<file path="src/rtl/audio_mix_sequencer_pkg.sv">
// Shared sample types and the saturating adder for the audio mix sequencer.
package audio_pkg;

  localparam int unsigned DATA_WIDTH = 16;
  localparam int unsigned SLOT_BITS  = 18;

  typedef logic signed [DATA_WIDTH-1:0] sample_t;

  typedef struct packed {
    sample_t l;
    sample_t r;
  } stereo_t;

  // Add in DATA_WIDTH+1 bits and clamp to the representable range.
  function automatic sample_t sat_add(input sample_t a, input sample_t b);
    logic [DATA_WIDTH:0] sum;
    sum = {a[DATA_WIDTH-1], a} + {b[DATA_WIDTH-1], b};
    if (sum[DATA_WIDTH] != sum[DATA_WIDTH-1]) begin
      return sum[DATA_WIDTH] ? {1'b1, {(DATA_WIDTH-1){1'b0}}}
                             : {1'b0, {(DATA_WIDTH-1){1'b1}}};
    end
    return sum[DATA_WIDTH-1:0];
  endfunction

endpackage

</file>
<file path="src/rtl/audio_mix_sequencer_src_hold.sv">
// One-deep holding slot for a stereo source: valid/ready capture, cleared at frame load.
module audio_src_hold
  import audio_pkg::*;
(
  input  logic    clk_i,
  input  logic    rst_i,
  input  logic    en_i,
  input  logic    valid_i,
  input  sample_t l_i,
  input  sample_t r_i,
  input  logic    load_i,
  output logic    ready_c_o,
  output stereo_t contrib_c_o,
  output logic    starve_c_o
);

  logic    held_q, held_d;
  stereo_t data_q, data_d;
  logic    xfer;

  always_comb begin
    held_d      = held_q;
    data_d      = data_q;
    ready_c_o   = en_i & ~held_q;
    xfer        = valid_i & ready_c_o;
    // A transfer coinciding with a load refills the slot for the next frame.
    if (xfer) begin
      held_d = 1'b1;
      data_d = '{l: l_i, r: r_i};
    end else if (load_i) begin
      held_d = 1'b0;
    end
    contrib_c_o = (held_q & en_i) ? data_q : '0;
    starve_c_o  = en_i & ~held_q;
  end

  always_ff @(posedge clk_i or posedge rst_i) begin
    if (rst_i) begin
      held_q <= 1'b0;
      data_q <= '0;
    end else begin
      held_q <= held_d;
      data_q <= data_d;
    end
  end

endmodule

</file>
<file path="src/rtl/audio_mix_sequencer.sv">
// I2S transmitter: BCLK/LRCK divider, two-source saturating mixer and MSB-first serializer.
module audio_mix_sequencer
  import audio_pkg::*;
#(
  parameter int unsigned CLK_DIV = 6
) (
  input  logic                  iCLK,
  input  logic                  iRST,
  input  logic                  iEN_A,
  input  logic                  iVALID_A,
  output logic                  oREADY_A,
  input  logic [DATA_WIDTH-1:0] iL_A,
  input  logic [DATA_WIDTH-1:0] iR_A,
  input  logic                  iEN_B,
  input  logic                  iVALID_B,
  output logic                  oREADY_B,
  input  logic [DATA_WIDTH-1:0] iL_B,
  input  logic [DATA_WIDTH-1:0] iR_B,
  input  logic                  iCLR_ERR,
  output logic                  oBCLK,
  output logic                  oLRCK,
  output logic                  oDAT,
  output logic                  oFRAME,
  output logic                  oUNDERRUN
);

  localparam int unsigned DIV_W = $clog2(CLK_DIV);
  localparam int unsigned BIT_W = $clog2(SLOT_BITS);

  logic [DIV_W-1:0] div_cnt_q, div_cnt_d;
  logic [BIT_W-1:0] bit_cnt_q, bit_cnt_d, next_bit;
  logic             bclk_q, bclk_d;
  logic             lrck_q, lrck_d;
  logic             dat_q, dat_d;
  logic             frame_q, frame_d;
  logic             urun_q, urun_d;
  sample_t          shift_q, shift_d;
  sample_t          right_q, right_d;

  logic             div_wrap, fall_tick, bit_wrap, load;
  logic             starve_a, starve_b;
  stereo_t          contrib_a, contrib_b;
  sample_t          mix_l, mix_r;

  audio_src_hold u_src_a (
    .clk_i       (iCLK),
    .rst_i       (iRST),
    .en_i        (iEN_A),
    .valid_i     (iVALID_A),
    .l_i         (iL_A),
    .r_i         (iR_A),
    .load_i      (load),
    .ready_c_o   (oREADY_A),
    .contrib_c_o (contrib_a),
    .starve_c_o  (starve_a)
  );

  audio_src_hold u_src_b (
    .clk_i       (iCLK),
    .rst_i       (iRST),
    .en_i        (iEN_B),
    .valid_i     (iVALID_B),
    .l_i         (iL_B),
    .r_i         (iR_B),
    .load_i      (load),
    .ready_c_o   (oREADY_B),
    .contrib_c_o (contrib_b),
    .starve_c_o  (starve_b)
  );

  assign div_wrap  = (div_cnt_q == DIV_W'(CLK_DIV - 1));
  assign fall_tick = div_wrap & bclk_q;
  assign bit_wrap  = (bit_cnt_q == BIT_W'(SLOT_BITS - 1));
  assign next_bit  = bit_wrap ? '0 : bit_cnt_q + BIT_W'(1);
  assign load      = fall_tick & bit_wrap & lrck_q;
  assign mix_l     = sat_add(contrib_a.l, contrib_b.l);
  assign mix_r     = sat_add(contrib_a.r, contrib_b.r);

  always_comb begin
    div_cnt_d = div_wrap ? '0 : div_cnt_q + DIV_W'(1);
    bclk_d    = div_wrap ? ~bclk_q : bclk_q;
    bit_cnt_d = bit_cnt_q;
    lrck_d    = lrck_q;
    dat_d     = dat_q;
    shift_d   = shift_q;
    right_d   = right_q;
    frame_d   = load;
    urun_d    = urun_q;
    // Slot bit 0 is the I2S delay bit; the word follows MSB-first, then zero padding.
    if (fall_tick) begin
      bit_cnt_d = next_bit;
      dat_d     = 1'b0;
      if (bit_wrap) begin
        lrck_d = ~lrck_q;
        if (lrck_q) begin
          shift_d = mix_l;
          right_d = mix_r;
        end else begin
          shift_d = right_q;
        end
      end else if (next_bit <= BIT_W'(DATA_WIDTH)) begin
        dat_d   = shift_q[DATA_WIDTH-1];
        shift_d = {shift_q[DATA_WIDTH-2:0], 1'b0};
      end
    end
    if (load && (starve_a || starve_b)) begin
      urun_d = 1'b1;
    end else if (iCLR_ERR) begin
      urun_d = 1'b0;
    end
  end

  // LRCK and bit counter reset to the end of a right slot so the first fall tick loads a frame.
  always_ff @(posedge iCLK or posedge iRST) begin
    if (iRST) begin
      div_cnt_q <= '0;
      bit_cnt_q <= BIT_W'(SLOT_BITS - 1);
      bclk_q    <= 1'b0;
      lrck_q    <= 1'b1;
      dat_q     <= 1'b0;
      frame_q   <= 1'b0;
      urun_q    <= 1'b0;
      shift_q   <= '0;
      right_q   <= '0;
    end else begin
      div_cnt_q <= div_cnt_d;
      bit_cnt_q <= bit_cnt_d;
      bclk_q    <= bclk_d;
      lrck_q    <= lrck_d;
      dat_q     <= dat_d;
      frame_q   <= frame_d;
      urun_q    <= urun_d;
      shift_q   <= shift_d;
      right_q   <= right_d;
    end
  end

  assign oBCLK     = bclk_q;
  assign oLRCK     = lrck_q;
  assign oDAT      = dat_q;
  assign oFRAME    = frame_q;
  assign oUNDERRUN = urun_q;

endmodule
</file>
<file path="config.mk">
export PLATFORM = sky130hd
export DESIGN_NAME = audio_mix_sequencer
export DESIGN_NICKNAME = d
export VERILOG_FILES = /design/src/rtl/audio_mix_sequencer_pkg.sv /design/src/rtl/audio_mix_sequencer_src_hold.sv /design/src/rtl/audio_mix_sequencer.sv
export SDC_FILE = /design/constraint.sdc
export NUM_CORES = 1
export LEC_CHECK = 0
export ABC_CLOCK_PERIOD_IN_PS = 4050
export CORE_ASPECT_RATIO = 0.5
export CORE_MARGIN = 1
export CORE_UTILIZATION = 40
export DETAILED_ROUTE_END_ITERATION = 16
export SYNTH_ARGS = -nofsm -noshare
export SYNTH_HDL_FRONTEND = slang
export SYNTH_SLANG_ARGS = --single-unit
</file>
<file path="constraint.sdc">
create_clock -name iCLK -period 4.05 [get_ports iCLK]
set_input_delay 0.405 -clock iCLK [delete_from_list [all_inputs] [get_ports iCLK]]
set_output_delay 0.405 -clock iCLK [all_outputs]
set_load 0.01 [all_outputs]
</file>
==> summary.txt <==
Global routing
  – Largest net degree at the start of global routing: 75
  – GRT Total Usage: 20.6%
  – First-pass GRT wire length: 27,000 um
  – Number of antenna violations at the first check in global routing: 0
  – Vias in the first global route: 4,986
  – Grt total ovfl: 0

Yosys
  – Top cells by area, synth: dfrtp_1 41%, mux2_2 11%, and3_1 6.7%
  – Yosys cell types: 62
  – Syn_nets: 769
  – Top FF cell, synth: dfrtp_1
  – Syn_area_per_cell: 9.94 sq um
  – Share of the synthesized area in the top cell type: around two fifths
  – Async SR Flop Fraction: 100%
  – YS warnings: 0
  – Synth area leader: dfrtp_1
  – Yosys reg bits: 111
  – Post-Synthesis Cells: between 600 and 700
  – Synth Cell Area: between 6000 and 7000 sq um
  – Seq/Total Area, Yosys: around 42%
  – Post-synth EDFFs: 0

STA
  – Fin crit period: 3.49 ns
  – Setup ws final: 0.559 ns
  – Max Clock Skew: 0.0115 ns
  – Final period utilization: 86.2%
  – Slew margin rel.: 36.2%
  – Final setup violation count: 0
  – RSZ-0062 raised after global routing: no
  – Final Hold Slack: between 0.4 and 0.5 ns
  – Final Hold Viols: 0
  – TNS Setup: 0 ns
  – Final Max Tran Viols: 0
  – Slew at the pin with the worst max-slew slack: 0.957 ns
  – Max Freq: between 200 and 300 MHz

Run
  – Max-cap check violation count: 0

CTS
  – Clock slew at reported path FFs: ~0.080 ns
  – Total CTS buffers: 9
  – Worst-Skew Late Latency: ~0.36 ns
  – Clock root cell: clkbuf_16
  – CTS tree: done
  – Clock tree sinks: 111
  – H-tree depth: 3
  – Hold_buf cts: 0
  – Resize count post-CTS: 0
  – Post-CTS setup buffers: 0
  – Clk buf depth: 2

Worst setup path
  – Reg2reg start: u_src_a.held_q
  – Worst path max stage delay: 0.75 ns
  – Buffers and inverters on the worst path: 2
  – CP endpoint kind: flop
  – Crit. Startpoint: u_src_a.held_q
  – Startpoint types: flop
  – CP Data Arrival Time: 3.78 ns
  – Worst-path cell chain: and3_1, ha_1, inv_1, fa_1, nor2b_1, o31ai_1, a21oi_1, nor2_1, or3_1, a41oi_2, buf_4, o21ai_0, o21ai_1
  – Crit Path Category: reg -> reg
  – Critical-path maximum fanout: 21
  – Worst path slowest cell: dfrtp_1
  – CP Data Required Time: around 4.3 ns
  – Delay-heaviest family, CP: simple AND/OR/NAND/NOR gates

Layout
  – Area grow syn2layout: 20.6%
  – Most used cells in the layout excluding fill and tap cells: 108 x dfrtp_1, 77 x clkdlybuf4s50_1, 71 x and3_1, 64 x mux2_2, 48 x a21oi_1
  – Finished Core Util: 50.5%
  – Antenna cells: 0
  – Share of post-route cells with drive strength above 1: 15.4%
  – NumNets Final: 837
  – Most common cell after layout, fill and taps aside: dfrtp_1
  – Non-Filler Instances: 956
  – Fillers: approximately 1,500

Power and ir drop
  – Power Dens Cells: around 300 nW/um^2
  – Peak supply drop: 0.000221 V
  – P_leak: 3.81 nW

Placed design
  – HPWL Detailed: between 10,000 and 15,000 um
  – Pre-CTS WS: between 0.2 and 0.3 ns
  – PortBufs: 77
  – GP Congestion: 0.839
  – Post-Place Cells: 940

Floorplan
  – Die area: roughly 17,000 sq um
  – Initial core utilization: about two fifths
  – Die Height: 92.7 um
  – Top-Level Pins: 78
  – Core area: around 16,000 sq um
  – Rows: 32
  – Chip width: 183 um

Run status
  – Outcome: finished, final reports clean

Route
  – DR pass1 iterations: 5
  – Via count: 5,249
  – DRT Wirelength: 16,300 um
  – Drt initial violations: 362
  – Post-route ant nets: 0
  – DRC Markers: 0
  – Routed len/inst: ~17 um
  – Via density: 5.49

Hold path
  – Min-delay src: right_q[15]
  – Worst hold path class: reg -> reg
[final timing paths]
path | to | slack (ns) | depth (start not counted)
worst min-delay path | right_q[15] | 0.49 | 2
worst max register to register | right_q[12] | 0.56 | 13
min in group asynchronous | u_src_b.data_q[13] | 0.62 | 2
worst min register to register | right_q[15] | 0.49 | 2
worst max-delay path | right_q[12] | 0.56 | 13
max in group asynchronous | u_src_b.data_q[26] | 2.56 | 3
[sequential cells by signal (all words and copies together), names as in the netlist]
signal / cells
oDAT: 1
oBCLK: 1
oUNDERRUN: 1
bit_cnt_q: 5
shift_q: 16
u_src_a.held_q: 1
oLRCK: 1
u_src_b.data_q: 32
div_cnt_q: 3
oFRAME: 1
u_src_a.data_q: 32
right_q: 16
u_src_b.held_q: 1
[routing by layer]
| layer | vias to the layer above | track usage, % | routed length [um] |
|---|---|---|---|
| met1 | 2565 | 32.6 | 8920 |
| li1 | 2560 | - | - |
| met3 | 11 | 3.85 | 778 |
| met2 | 113 | 28.4 | 6490 |
| met5 | - | 0 | 0 |
| met4 | 0 | 4.65 | 157 |
[through the flow]
stage                     area, sq um  total power (W)
after global routing             7940          0.00242
after detailed placement         7620          0.00141
final                            7940          0.00233
after CTS                        7940          0.00235
after floorplan                  6580          0.00129
after global placement           7620          0.00140
[Yosys cell counts, types with 3 or more instances]
master / count
o221ai_1: 4
o22ai_1: 3
xor2_1: 6
nand2b_1: 4
a21o_1: 6
ha_1: 34
nand3b_1: 3
or3_1: 8
buf_2: 3
mux2_2: 64
o21ai_1: 27
dfrtp_1: 108
mux2i_1: 3
o21ai_0: 32
a21oi_1: 48
nand3_1: 14
buf_1: 6
inv_1: 16
dfstp_2: 3
o21a_1: 5
nor2_1: 28
o211ai_1: 6
nor2b_1: 10
nor3_1: 10
and3_1: 71
nand2_1: 42
clkbuf_1: 24
a31oi_1: 6
a221oi_1: 10
xnor2_1: 18
a211oi_1: 4
[kinds of logic after synthesis]
group / count (synthesis) / share of synthesized area, %
multiplexers: 67 / 11.4
AND/OR/NAND/NOR: 199 / 16.2
adder cells (fa/ha/maj): 36 / 7.07
flip-flops: 111 / 42.3
XOR/XNOR: 25 / 3.44
AO/OA/AOI/OAI: 171 / 16.3
buffers and inverters: 53 / 3.31
[where the power goes]
part           switching, W  internal, W  leakage, nW
clock              0.000454     0.000494        0.144
sequential        0.0000122      0.00113         1.34
combinational      0.000115     0.000126         2.33
total              0.000581      0.00175         3.81
[worst register-to-register path, stage by stage, from the launching register on]
cell	delay [ns]
dfrtp_1	0.75
and3_1	0.28
ha_1	0.17
inv_1	0.06
fa_1	0.39
nor2b_1	0.15
o31ai_1	0.11
a21oi_1	0.33
nor2_1	0.11
or3_1	0.39
a41oi_2	0.22
buf_4	0.21
o21ai_0	0.10
o21ai_1	0.15
[final cells by class]
type	instances	area, sq um	area share (%)
clock inverters	7	91.3	1.15
clock buffers	9	225	2.84
multi-input cells	498	3580	45.1
inverters	17	66.3	0.835
repair buffers	93	916	11.5
well taps	221	277	3.48
flip-flops and latches	111	2780	35.0
(Power assumes the default switching activity.)
